File: config.mk
export PLATFORM = sky130hd
export DESIGN_NAME = uart_cmd_engine
export DESIGN_NICKNAME = d
export VERILOG_FILES = /design/src/rtl/uart_cmd_engine.sv
export SDC_FILE = /design/constraint.sdc
export NUM_CORES = 1
export LEC_CHECK = 0
export ABC_AREA = 1
export ABC_CLOCK_PERIOD_IN_PS = 3000
export BUFFER_PORTS_ARGS = -buffer_cell sky130_fd_sc_hd__buf_4
export CORE_MARGIN = 4
export CORE_UTILIZATION = 50
export CTS_CLUSTER_SIZE = 25
export DETAILED_ROUTE_END_ITERATION = 8
export PLACE_DENSITY = 0.74
export SKIP_LAST_GASP = 1
export SYNTH_ARGS = -nofsm -noshare
export SYNTH_HDL_FRONTEND = slang
export SYNTH_SLANG_ARGS = --single-unit
export TNS_END_PERCENT = 1
File: constraint.sdc
create_clock -name clk -period 3 [get_ports clk]
set_input_delay 0.3 -clock clk [delete_from_list [all_inputs] [get_ports clk]]
set_output_delay 0.3 -clock clk [all_outputs]
set_load 0.05 [all_outputs]
File: src/rtl/uart_cmd_engine.sv
`timescale 1ns/1ps
// uart_cmd_engine
// Host-command stage between a UART RX FIFO read port and a TX FIFO write
// port. Parses frames  hdr, cmd, addr, [data], [csum]  and performs one
// register-bus write (cmd 01) or read (cmd 02). Replies with ack (plus the
// read byte) or nak.
//
// Build option: define CMD_CHECKSUM_EN to require a trailing checksum byte
// (cmd ^ addr ^ data, data only for writes). Without it no checksum is read.
//
// Ports:
//   clk, rst        clock, synchronous active-high reset
//   rx_empty/rx_data/rx_rd   RX FIFO status, head byte, one-cycle pop
//   tx_full/tx_wr/tx_data    TX FIFO status, one-cycle push, pushed byte
//   bus_wr/bus_rd            one-cycle register write/read strobes
//   bus_addr/bus_wdata       register address and write data (held after frame)
//   bus_rdata                read data, valid the cycle after bus_rd
//   busy                     high whenever not hunting for a header
//   err_cnt                  number of naks sent, saturating at 8'hFF
module uart_cmd_engine #(
    parameter int unsigned     dbit = 8,
    parameter int unsigned     aw   = 8,
    parameter logic [dbit-1:0] hdr  = dbit'(8'hA5),
    parameter logic [dbit-1:0] ack  = dbit'(8'h06),
    parameter logic [dbit-1:0] nak  = dbit'(8'h15)
) (
    input  logic            clk,
    input  logic            rst,
    input  logic            rx_empty,
    input  logic [dbit-1:0] rx_data,
    output logic            rx_rd,
    input  logic            tx_full,
    output logic            tx_wr,
    output logic [dbit-1:0] tx_data,
    output logic            bus_wr,
    output logic            bus_rd,
    output logic [aw-1:0]   bus_addr,
    output logic [dbit-1:0] bus_wdata,
    input  logic [dbit-1:0] bus_rdata,
    output logic            busy,
    output logic [7:0]      err_cnt
);

    localparam logic [dbit-1:0] cmd_wr = dbit'(8'h01);
    localparam logic [dbit-1:0] cmd_rd = dbit'(8'h02);

    typedef enum logic [2:0] {
        S_HDR, S_CMD, S_ADDR, S_DATA, S_EXEC, S_RDCAP, S_RESP
`ifdef CMD_CHECKSUM_EN
        , S_CSUM
`endif
    } state_t;

    state_t          state;
    logic            got;        // second cycle of a fetch: rx_byte holds the popped byte
    logic [dbit-1:0] rx_byte;
    logic            is_wr;
    logic            resp_pend;  // a response byte is waiting in tx_data
    logic            two;        // the read-data byte still follows the current one
    logic [dbit-1:0] resp1;
    logic            fetch;
    logic [7:0]      err_inc;
`ifdef CMD_CHECKSUM_EN
    logic [dbit-1:0] csum;
`endif

    // States that pop a request byte
    always_comb begin
        fetch = 1'b0;
        case (state)
            S_HDR, S_CMD, S_ADDR, S_DATA: fetch = 1'b1;
`ifdef CMD_CHECKSUM_EN
            S_CSUM: fetch = 1'b1;
`endif
            default: fetch = 1'b0;
        endcase
    end

    assign err_inc = (err_cnt == 8'hFF) ? err_cnt : err_cnt + 8'd1;

    // Push is qualified by the live tx_full so a byte never lands on a full FIFO
    assign tx_wr = resp_pend & ~tx_full;

    // Frame parser / executor
    always_ff @(posedge clk) begin
        if (rst) begin
            state     <= S_HDR;
            got       <= 1'b0;
            rx_byte   <= '0;
            is_wr     <= 1'b0;
            resp_pend <= 1'b0;
            two       <= 1'b0;
            resp1     <= '0;
            rx_rd     <= 1'b0;
            tx_data   <= '0;
            bus_wr    <= 1'b0;
            bus_rd    <= 1'b0;
            bus_addr  <= '0;
            bus_wdata <= '0;
            busy      <= 1'b0;
            err_cnt   <= '0;
`ifdef CMD_CHECKSUM_EN
            csum      <= '0;
`endif
        end else begin
            rx_rd  <= 1'b0;
            bus_wr <= 1'b0;
            bus_rd <= 1'b0;
            got    <= 1'b0;

            // First cycle of a fetch: pop the head and capture it
            if (fetch && !got && !rx_empty) begin
                rx_rd   <= 1'b1;
                rx_byte <= rx_data;
                got     <= 1'b1;
            end

            case (state)
                S_HDR: begin
                    if (got && rx_byte == hdr) begin
                        state <= S_CMD;
                        busy  <= 1'b1;
                    end
                end
                S_CMD: begin
                    if (got) begin
                        if (rx_byte == cmd_wr || rx_byte == cmd_rd) begin
                            is_wr <= (rx_byte == cmd_wr);
                            state <= S_ADDR;
`ifdef CMD_CHECKSUM_EN
                            csum  <= rx_byte;
`endif
                        end else begin
                            tx_data   <= nak;
                            two       <= 1'b0;
                            resp_pend <= 1'b1;
                            err_cnt   <= err_inc;
                            state     <= S_RESP;
                        end
                    end
                end
                S_ADDR: begin
                    if (got) begin
                        bus_addr <= rx_byte[aw-1:0];
`ifdef CMD_CHECKSUM_EN
                        csum     <= csum ^ rx_byte;
                        state    <= is_wr ? S_DATA : S_CSUM;
`else
                        if (is_wr) begin
                            state <= S_DATA;
                        end else begin
                            bus_rd <= 1'b1;
                            state  <= S_EXEC;
                        end
`endif
                    end
                end
                S_DATA: begin
                    if (got) begin
                        bus_wdata <= rx_byte;
`ifdef CMD_CHECKSUM_EN
                        csum      <= csum ^ rx_byte;
                        state     <= S_CSUM;
`else
                        bus_wr    <= 1'b1;
                        state     <= S_EXEC;
`endif
                    end
                end
`ifdef CMD_CHECKSUM_EN
                S_CSUM: begin
                    if (got) begin
                        if (rx_byte == csum) begin
                            bus_wr <= is_wr;
                            bus_rd <= ~is_wr;
                            state  <= S_EXEC;
                        end else begin
                            tx_data   <= nak;
                            two       <= 1'b0;
                            resp_pend <= 1'b1;
                            err_cnt   <= err_inc;
                            state     <= S_RESP;
                        end
                    end
                end
`endif
                // Strobe is high during this state; writes respond at once
                S_EXEC: begin
                    if (is_wr) begin
                        tx_data   <= ack;
                        two       <= 1'b0;
                        resp_pend <= 1'b1;
                        state     <= S_RESP;
                    end else begin
                        state <= S_RDCAP;
                    end
                end
                S_RDCAP: begin
                    tx_data   <= ack;
                    resp1     <= bus_rdata;
                    two       <= 1'b1;
                    resp_pend <= 1'b1;
                    state     <= S_RESP;
                end
                S_RESP: begin
                    if (resp_pend && !tx_full) begin
                        if (two) begin
                            tx_data <= resp1;
                            two     <= 1'b0;
                        end else begin
                            resp_pend <= 1'b0;
                            busy      <= 1'b0;
                            state     <= S_HDR;
                        end
                    end
                end
                default: state <= S_HDR;
            endcase
        end
    end

endmodule
### Word level (Yosys, flattened, before mapping)

Index checks and enable logic that the tools add are counted.
Widths: inputs -> output; s select.

| operators by class | value |
|---|---|
| reductions and logical operators | 23 |
| equality and inequality tests | 19 |
| bitwise logic cells | 7 |
| add/subtract/negate cells | 1 |
| mux-type cells | 33 |

Operators by type and width:

| kind | count |
|---|---|
| $mux 8 | 5 |
| $pmux 8 s4 | 1 |
| $mux 3 | 8 |
| $pmux 3 s7 | 1 |
| $ne 2x2->1 const B | 9 |
| $reduce_and 6->1 | 3 |
| $eq 8x8->1 const B | 2 |
| $mux 1 | 14 |
| $eq 3x3->1 const B | 3 |
| $add 8x1->8 const B | 1 |
| $eq 8x1->1 const B | 1 |
| $eq 8x2->1 const B | 1 |
| $pmux 1 s4 | 2 |
| $reduce_and 4->1 | 2 |
| $eq 3x2->1 const B | 2 |
| $not 1->1 | 6 |
| $reduce_and 5->1 | 1 |
| $logic_and 1x1->1 | 4 |
| $reduce_and 2->1 | 2 |
| $reduce_bool 4->1 | 1 |
| $reduce_or 4->1 | 1 |
| $eq 3x1->1 const B | 1 |
| $logic_not 1->1 | 3 |
| $logic_not 3->1 | 1 |
| other kinds (8) | 8 |

| word-level totals | value |
|---|---|
| register bits after elaboration | 58 |
| word-level logic and storage cells | 97 |
| bits of input ports | 20 |

### Logic depth before layout (Yosys ltp)

Gate-level depths: netlist of the first run.

| depth | value |
|---|---|
| word-level depth | 6 |
| gate-level depth with buffers | 10 |
| depth with buffers taken out | 9 |

### Worst setup path before layout of the first run

No wires, ideal clock.

| timing path | value |
|---|---|
| path kind | flip-flop to flip-flop |
| start | reg err_cnt[0] |
| end | reg err_cnt[7] |
| arrival | 1.710 ns |
| cell stages (with the launch flop) | 9 |
| setup slack | 1.158 ns |
| path buffers | 1 |
| cells stage by stage | dfxtp_1 -> ha_1 -> nand2_1 -> nor2_1 -> nand4_1 -> and2_1 -> clkbuf_1 -> nand3_1 -> a21oi_1 |

| on the way | value |
|---|---|
| longest elaborated chain between the ends | 3 |
| elaborated cells between the ends (all ways) | 4 |
| those cells by class | add/sub (1); eq/ne (1); bitwise (1); reduce/logical (1) |

RTL lines:

| item | line | text |
|---|---|---|
| from (decl) | 41 | `output logic [7:0] err_cnt` |
| from (signal assigned) | 137 | `err_cnt <= err_inc;` |
| branches (longest 3 deep; another with $add 8x1->8) | - |  |

Several ways; the timed one is not identified.
A chain may end at the register's enable or synchronous reset.

### Worst setup path after layout of the first run

| timing path | value |
|---|---|
| start | reg state[2] |
| end | reg tx_data[2] |

| on the way | value |
|---|---|
| longest elaborated chain between the ends | 3 |
| elaborated cells between the ends (all ways) | 12 |
| those cells by class | eq/ne (9); mux (1); reduce/logical (2) |

RTL lines:

| item | line | text |
|---|---|---|
| from (decl) | 54 | `state_t state;` |
| from (signal assigned) | 87 | `state <= S_HDR;` |
| from (signal assigned) | 121 | `state <= S_CMD;` |
| from (signal assigned) | 129 | `state <= S_ADDR;` |
| $eq 3x3->1 or $eq 3x1->1 (tied branches) | 118 | `case (state)` |
| $reduce_bool 4->1 (no line) or $ne 2x2->1 (tied branches) | - |  |
| $reduce_and 6->1 (no line) | - |  |
| to (signal assigned) | 134 | `tx_data <= nak;` |
| to (signal assigned) | 190 | `tx_data <= ack;` |
| to (signal assigned) | 199 | `tx_data <= ack;` |
| to (decl) | 34 | `output logic [dbit-1:0] tx_data,` |

Parallel ways exist; a longest one is shown, timed or not.

==> results of run 1 <==
==> worst max path at each step <==
stage	startpoint	to	slack (ps)	cells after the start
detailed placement	state[2]	tx_data[2]	1290	8
global route	state[2]	tx_data[2]	1050	8
global placement	state[2]	tx_data[2]	1340	8
finish	state[2]	tx_data[2]	1260	8
floorplan	err_cnt[0]	err_cnt[7]	1160	8
CTS	state[2]	tx_data[2]	1280	8
==> flip-flops by register name, summed over array words and instances, names as in the netlist <==
register,flops
tx_data,8
err_cnt,8
two,1
bus_rd,1
busy,1
bus_wdata,8
state,3
got,1
bus_addr,8
is_wr,1
rx_byte,8
resp_pend,1
resp1,8
bus_wr,1
==> placed cells by master (no fill, tap or decap) <==
cell type  netlist  routed
nand2_4          1       1
nand2_2          3       3
o21ai_0         25      25
clkbuf_8         0      14
clkinv_2         0       1
xnor2_1          2       2
nand2_1         59      59
inv_2            5       5
nand3_2          3       3
nor2_4           4       4
ha_1             1       1
nand3_4          1       1
nand3_1         28      28
inv_1           24      24
xor2_1           4       4
nor3_1           5       5
buf_4            2      56
dfxtp_1         58      58
a21oi_1         44      44
nand3b_1         1       1
and2_1           1       1
nor2_8           1       1
nor2_1          43      43
nor2_2           4       4
clkbuf_1         7       1
o211ai_1         1       1
o21a_1           1       1
nand4_1          9       9
==> metrics by stage <==
step	util (%)	setup slack (ps)
final	65.7	1260
after global routing	65.7	1050
after CTS	65.7	1280
after detailed placement	61.6	1290
after global placement	61.6	1340
after floorplan	-	1160
==> kinds of logic (layout without fill, tap and decap cells) <==
kind of cell | count (synthesis) | after routing | synth area share, %
XOR/XNOR | 6 | 6 | 2.03
flip-flops | 58 | 58 | 45.0
AO/OA/AOI/OAI | 71 | 71 | 14.0
buffers and inverters | 45 | 101 | 8.14
adder cells (fa/ha/maj) | 1 | 1 | 0.484
AND/OR/NAND/NOR | 163 | 163 | 30.4
==> metal layers <==
metal / wire [um] / global-route usage (%)
met1: 2790 / 26.8
met4: 130 / 10.5
met3: 295 / 4.63
met2: 2650 / 29.5
met5: 0 / 0
==> worst max-delay path, delay by kind of cell (launching register included) <==
family        cells  cell delay [ps]
flops             1              640
simple gates      8             1050
==> power by group <==
| group | internal, uW | switching [uW] | leakage (uW) |
|---|---|---|---|
| clock network | 412 | 293 | 0.000106 |
| registers | 847 | 91.3 | 0.000471 |
| logic | 213 | 475 | 0.000771 |
| total | 1470 | 860 | 0.00135 |
==> area by class of cell <==
class,instances,area [sq um],area share [%]
Clock buffer,15,196,6.16
Clock inverter,1,5.00,0.157
Inverter,29,109,3.42
Multi-Input combinational cell,241,1210,38.0
Sequential cell,58,1160,36.4
Tap cell,67,83.8,2.63
Timing Repair Buffer,56,420,13.2
==> flow_summary.json, run 1 <==
{
  "wl_per_cell_um": 12.5,
  "worst_slew_pin_slew_ps": 599,
  "rr_worst_depth": 8,
  "regToRegEndpoint": "tx_data[2]",
  "ctsResizeCount": 0,
  "initial_core_util_pct": 53.3,
  "ys_seq_elements": 58,
  "area_delta_synth_final_pct": 23.4,
  "syn_avg_cell_area_sq_um": 7.51,
  "fill_cells": 455,
  "finalCriticalPeriod_ps": 1740,
  "die_h_um": 79.9,
  "slew_headroom_pct": 60.0,
  "p_leak_uw": 0.00135,
  "ctsHtreeMaxLevel": 3,
  "insertion_delay_ps": 330,
  "min_to": "rx_byte[4]",
  "firstDrtPassIters": 4,
  "synthFlopType": "dfxtp_1",
  "die_area_sq_um": 6380,
  "nNetsFinal": 416,
  "worstPathArrival_ps": 2010,
  "ant_nets": 0,
  "drive_gt1_share_pct": 23.3,
  "setup_viol": 0,
  "fmax_mhz": 576,
  "slew_violations": 0,
  "netlist_area_sq_um": 2580,
  "placed_cells": 451,
  "crit_path_start_kind": "flip-flop",
  "drcViolationCount": 0,
  "cts_tree": "done",
  "cts_max_path_buffers": 2,
  "grt-ovfl-total": 0,
  "grt_use_total_pct": 19.9,
  "hold-path-cell-count": 3,
  "synth_top_cell_by_area": "dfxtp_1",
  "synth_area_leaders": "dfxtp_1, nand2_1, a21oi_1, nor2_1, nand3_1",
  "clock_skew_ps": 4.64,
  "gp_congestion": 0.926,
  "vias": 2361,
  "hold_violations": 0,
  "fin_crit_sh_pct": 57.9,
  "synth_edf_count": 0,
  "async_flop_share_pct": 0,
  "min_from": "rx_data[4]",
  "stdcell_area_sq_um": 3190,
  "core_sq_um": 4850,
  "cp.required_ps": 3270,
  "worst_path_max_delay_cell": "dfxtp_1",
  "post-dp-hpwl_mm": 4.23,
  "hold_slack_ps": 189,
  "io_buffer_count": 56,
  "io-pin-count": 57,
  "ir_worst_vdd_mv": 0.352,
  "grt_pass1_wl_mm": 9.84,
  "cpPeakStageDelay_ps": 640,
  "ys_top_cells_by_count": "nand2_1, dfxtp_1, a21oi_1, nor2_1, nand3_1",
  "cp_cell_sequence": "nor2_1 -> nor2_2 -> nand3_2 -> nor2_4 -> nand3_2 -> nand2_1 -> nand2_1 -> nor2_1",
  "totalWireLength_mm": 5.86,
  "viasPerCell": 5.06,
  "syn-instance-count": 344,
  "netlist.area_leader.share_pct": 45.0,
  "syn_nets": 365,
  "cts-root-buf": "clkbuf_8",
  "critPathCaptureType": "flip-flop",
  "stdcell_count": 467,
  "path_max_fanout": 15,
  "fin_setup_tns_ps": 0,
  "clk_pin_slew_ps": 60,
  "rsz0062_at_grt": "no",
  "dpl_cell_area_sq_um": 2990,
  "r2r_start": "state[2]",
  "critPathKind": "reg2reg",
  "power.density_nw_per_um2": 732,
  "cap_violations": 0,
  "drt_iter0_drc": 108,
  "post_cts_buffers": 0,
  "rows": 25,
  "hold_class": "in2reg",
  "synth_warnings": 0,
  "numClockSinks": 58,
  "cts-hold-fix-buffers": 0,
  "antenna_found_initial": 0,
  "synth.most_common_cell": "nand2_1",
  "die_w_um": 79.9,
  "synth.distinct_cells": 28,
  "status": "completed",
  "total_power_uw": 2330,
  "grt_pass1_vias": 2199,
  "cts_buffers": 9,
  "ys_seq_area_share_pct": 45.0,
  "antenna_cells": 0,
  "r2r_slack_ps": 1260,
  "grt_max_degree": 36
}
(Power assumes the default switching activity.)
==> run 2: changes to the inputs <==
ABC_CLOCK_PERIOD_IN_PS = 1400   (was 3000)
CORE_UTILIZATION = 48   (was 50)
PLACE_DENSITY = 0.75   (was 0.74)
clock period = 1.4 ns   (was 3 ns; I/O delays follow)
==> run 2 against run 1 <==
Critical path type unchanged. Global-route usage increased by 0.78 points. Final area increased by 9.2%. Wire length increased by 8.0%. First-iteration DRC count decreased by 22%. Highest routed layer unchanged. Maximum frequency increased by 24%. Combinational power increased to 2.9 times the previous value. Setup slack got worse by 1300 ps.
==> flow_summary.json, run 2 (same netlist as run 1, synthesis figures left out) <==
{
  "numClockSinks": 58,
  "ctsHtreeMaxLevel": 3,
  "grt_pass1_wl_mm": 10.5,
  "wl_per_cell_um": 12.7,
  "hold_violations": 0,
  "io_buffer_count": 56,
  "grt-ovfl-total": 0,
  "ir_worst_vdd_mv": 0.788,
  "initial_core_util_pct": 49.9,
  "clock_skew_ps": 9.98,
  "p_leak_uw": 0.00149,
  "fill_cells": 464,
  "critPathKind": "reg2reg",
  "place_ws_ps": -50.0,
  "dpl_cell_area_sq_um": 3220,
  "fin_crit_sh_pct": 99.6,
  "nNetsFinal": 443,
  "cp.required_ps": 1610,
  "post-dp-hpwl_mm": 4.55,
  "rsz0062_at_grt": "yes",
  "rows": 26,
  "finalCriticalPeriod_ps": 1400,
  "stdcell_area_sq_um": 3480,
  "final_cell_mix": "buf_4, nand2_1, dfxtp_1, a21oi_1, nor2_1",
  "cap_violations": 0,
  "power.density_nw_per_um2": 1530,
  "crit_path_start_kind": "flip-flop",
  "crit_buf_inv": 3,
  "firstDrtPassIters": 4,
  "cts-hold-fix-buffers": 0,
  "clk_pin_slew_ps": 70,
  "status": "completed",
  "worstPathArrival_ps": 1610,
  "placed_cells": 480,
  "viasPerCell": 5.06,
  "totalWireLength_mm": 6.32,
  "gp_congestion": 0.899,
  "grt_max_degree": 35,
  "stdcell_count": 497,
  "fin_ws_ps": 4.95,
  "die_h_um": 81.4,
  "antenna_cells": 0,
  "critPathCaptureType": "flip-flop",
  "cts_max_path_buffers": 2,
  "mostFrequentLayoutCell": "buf_4",
  "slew_violations": 0,
  "antenna_found_initial": 0,
  "worst_slew_pin_slew_ps": 360,
  "io-pin-count": 57,
  "crit_family": "simple AND/OR/NAND/NOR gates",
  "drt_iter0_drc": 84,
  "die_area_sq_um": 6620,
  "grt_pass1_vias": 2352,
  "grt_use_total_pct": 20.7,
  "fmax_mhz": 717,
  "drive_gt1_share_pct": 33.7,
  "setup_viol": 0,
  "cpPeakStageDelay_ps": 380,
  "core_sq_um": 5170,
  "slew_headroom_pct": 76.0,
  "cts_buffers": 9,
  "die_w_um": 81.4,
  "fin_setup_tns_ps": 0,
  "vias": 2513,
  "hold_class": "in2reg",
  "drcViolationCount": 0,
  "cp_cell_sequence": "buf_12 -> nor2_8 -> nand2_4 -> inv_2 -> nand3_4 -> buf_4 -> nand4_1 -> a21oi_1",
  "total_power_uw": 5310,
  "worst_path_max_delay_cell": "dfxtp_4",
  "ant_nets": 0,
  "cts_tree": "done",
  "path_max_fanout": 7,
  "insertion_delay_ps": 340,
  "cts-root-buf": "clkbuf_8",
  "area_delta_synth_final_pct": 34.8
}
==> run 2: changes by cell type in the layout (fill, tap and decap cells not counted), moves of 4 or more <==
cell      before  now
nand2_1       59   52
clkbuf_8      14   10
dfxtp_1       58   47
dfxtp_2        0    6
nor2_1        43   39
nor2_2         4    8
dfxtp_4        0    5
buf_4         56   80
nand2_2        3    9
==> run 2: path summary, 6_finish.rpt <==
path	slack [ps]	start	cells after the start	to
min reg2reg	460	resp1[4]	2	resp1[4]
max reg2reg	5	state[1]	8	tx_data[5]
max	5	state[1]	8	tx_data[5]
min	20	rx_data[4]	3	rx_byte[4]
==> run 2: what timing repair did <==
item | 4_1_cts | 5_1_grt
pin swaps | 0 | 8
buffers inserted | 0 | 1
gates resized for setup | 1 | 27
setup endpoints to repair | 15 | 55
==> run 2: layout make-up <==
| class | instances | area [sq um] | share of cell area [%] |
|---|---|---|---|
| Clock buffer | 13 | 149 | 4.28 |
| Sequential cell | 58 | 1190 | 34.1 |
| Tap cell | 70 | 87.6 | 2.52 |
| Multi-Input combinational cell | 241 | 1290 | 37.1 |
| Timing Repair Buffer | 83 | 643 | 18.5 |
| Clock inverter | 3 | 15.0 | 0.431 |
| Inverter | 29 | 109 | 3.13 |
==> run 2: where the power goes <==
group	leakage [uW]	switching [uW]	internal, uW
clock	0.0000872	648	683
sequential	0.000477	167	1830
combinational	0.000923	1190	792
total	0.00149	2000	3310
==> run 2: layer usage <==
layer	vias up	wire (um)	GRT usage, %
li1	1287	-	-
met1	1152	2700	24.6
met2	62	3180	35.0
met3	12	319	5.99
met4	0	123	8.11
met5	-	0	0
==> run 2: worst min-delay path, cell delays in order <==
cell and delay (ps):
buf_4 70, nor2_1 30, nor2_1 80
==> run 2: metrics by stage <==
step	utilization, %	hold WS (ps)
after detailed placement	62.3	377
after global routing	67.3	37.6
after CTS	65.6	17.6
final	67.3	23.8
after floorplan	-	275
after global placement	62.3	376
==> run 3: changes to the inputs <==
RECOVER_POWER = 100   (was unset)
==> run 3 against run 2 <==
Final area down 2.6%. Sequential power about the same. Utilization down 1.7 points. Clock-buffer cell count unchanged. Sequential cell count unchanged. Total power down 0.92%. Via count down 0.60%. Die area unchanged. Critical path type unchanged. Sequential share of layout area up 0.91 points.
==> flow_summary.json, run 3 (same netlist as run 1, synthesis figures left out) <==
{
  "status": "completed",
  "p_comb_share_pct": 36.8,
  "cp-startpoint": "state[1]",
  "core_sq_um": 5170,
  "io_buffer_count": 56,
  "firstDrtPassIters": 4,
  "critPathCaptureType": "flip-flop",
  "worstPathArrival_ps": 1600,
  "ctsHtreeMaxLevel": 3,
  "cts_buffers": 9,
  "finalCriticalPeriod_ps": 1390,
  "hold-path-cell-count": 3,
  "grt_max_degree": 35,
  "ir_worst_vdd_mv": 0.779,
  "internal-power_uw": 3260,
  "slew_violations": 0,
  "fin_util_pct": 65.6,
  "hold_class": "in2reg",
  "crit_path_end": "tx_data[5]",
  "wl_per_cell_um": 12.6,
  "fin_crit_sh_pct": 99.5,
  "regToRegEndpoint": "tx_data[5]",
  "drcViolationCount": 0,
  "fmax_mhz": 718,
  "grtUsageMet1_pct": 24.6,
  "die_w_um": 81.4,
  "cap_violations": 0,
  "drive_gt1_share_pct": 33.5,
  "post-dp-hpwl_mm": 4.55,
  "crit_family": "simple AND/OR/NAND/NOR gates",
  "p_sw_share_pct": 38.0,
  "slew_headroom_pct": 73.6,
  "grt_use_total_pct": 20.7,
  "antenna_cells": 0,
  "power.share.clock_pct": 25.2,
  "gp_congestion": 0.899,
  "totalWireLength_mm": 6.27,
  "drt_iter0_drc": 81,
  "cts_max_path_buffers": 2,
  "cts-hold-fix-buffers": 0,
  "place_ws_ps": -50.0,
  "worst_slew_pin_slew_ps": 394,
  "vias": 2498,
  "critPathKind": "reg2reg",
  "r2r_start": "state[1]",
  "hold_violations": 0,
  "cts_tree": "done",
  "die_h_um": 81.4,
  "cts-root-buf": "clkbuf_8",
  "initial_core_util_pct": 49.9,
  "path_depth": 8,
  "mostFrequentLayoutCell": "nand2_1",
  "p_switching_uw": 2000,
  "use_met3_pct": 5.99,
  "rsz0062_at_grt": "yes",
  "worst_path_max_delay_cell": "dfxtp_4",
  "crit_path_start_kind": "flip-flop",
  "power.density_nw_per_um2": 1550,
  "cpPeakStageDelay_ps": 380,
  "fin_ws_ps": 7.07,
  "grt_pass1_wl_mm": 10.5,
  "grt.busiest_layer": "met2",
  "antenna_found_initial": 0,
  "grt_pass1_vias": 2352,
  "insertion_delay_ps": 340,
  "final_cell_mix": "nand2_1, dfxtp_1, buf_4, a21oi_1, nor2_1",
  "setup_viol": 0,
  "clock_skew_ps": 10.2,
  "met2_usage_pct": 35.0,
  "seqPwrFrac_pct": 38.0,
  "grt-ovfl-total": 0,
  "ant_nets": 0,
  "cp_cell_sequence": "buf_12 -> nor2_8 -> nand2_4 -> inv_2 -> nand3_4 -> buf_4 -> nand4_1 -> a21oi_1",
  "crit_buf_inv": 3,
  "cp.required_ps": 1610,
  "area_delta_synth_final_pct": 31.3,
  "numClockSinks": 58,
  "path_max_fanout": 7,
  "p_leak_uw": 0.00146,
  "rr_worst_depth": 8,
  "clk_pin_slew_ps": 70,
  "viasPerCell": 5.03,
  "io-pin-count": 57,
  "rows": 26,
  "die_area_sq_um": 6620,
  "r2r_slack_ps": 7,
  "nNetsFinal": 443
}
## run 3: cell types whose count changed in the layout (fill, tap and decap cells not counted)
cell,change
clkbuf_2,+35
nor2_2,-1
buf_4,-35
nor2_1,+1
## run 3: layer usage
metal / up-vias / wire (um) / share of wire (%)
li1: 1286 / - / -
met1: 1149 / 2710 / 43
met2: 51 / 3170 / 50
met3: 12 / 274 / 4.4
met4: 0 / 123 / 2.0
met5: - / 0 / 0
## run 3: cell type report
type,instances,area [sq um]
Clock buffer,13,149
Clock inverter,3,15.0
Fill cell,480,1780
Inverter,29,109
Multi-Input combinational cell,241,1290
Sequential cell,58,1190
Tap cell,70,87.6
Timing Repair Buffer,83,556
## run 3: stage by stage
step                      cell area [sq um]  TNS [ps]  total power, uW  hold WS, ps  std cells
after floorplan                        2610      -503             3240          275        344
after global placement                 3220      -119             3770          376        480
after detailed placement               3220      -387             3800          377        480
after CTS                              3390      -570             5150         17.6        496
after global routing                   3390     -1680             5590         37.6        497
final                                  3390         0             5260         23.5        497
## run 3: how the worst min path moves through the flow
stage / slack [ps] / startpoint / endpoint
2_1_floorplan: 270 / rx_data[4] / rx_byte[4]
3_3_place_gp: 380 / rx_data[4] / rx_byte[4]
3_5_place_dp: 380 / rx_data[4] / rx_byte[4]
4_1_cts: 20 / rx_data[4] / rx_byte[4]
5_1_grt: 40 / rx_data[6] / rx_byte[6]
6_report: 20 / rx_data[4] / rx_byte[4]
## run 3: worst register-to-register path: stages (launching register included)
cell and delay, ps:
dfxtp_4 380, buf_12 140, nor2_8 120, nand2_4 50
inv_2 80, nand3_4 130, buf_4 190, nand4_1 110
a21oi_1 70
## run 3: power by group through the flow
stage / sequential [uW] / combinational [uW] / clock (uW)
floorplan: 2200 / 1050 / 0
global placement: 1990 / 1780 / 0
detailed placement: 2000 / 1810 / 0
CTS: 1960 / 1830 / 1360
global route: 2020 / 2140 / 1440
finish: 2000 / 1940 / 1330
## run 3: what timing repair did
| action | CTS | global route |
|---|---|---|
| cloned | 0 | 0 |
| gates resized for setup | 1 | 27 |
| pin swaps | 0 | 8 |
| setup buffers | 0 | 1 |
| setup endpoints to repair | 15 | 55 |
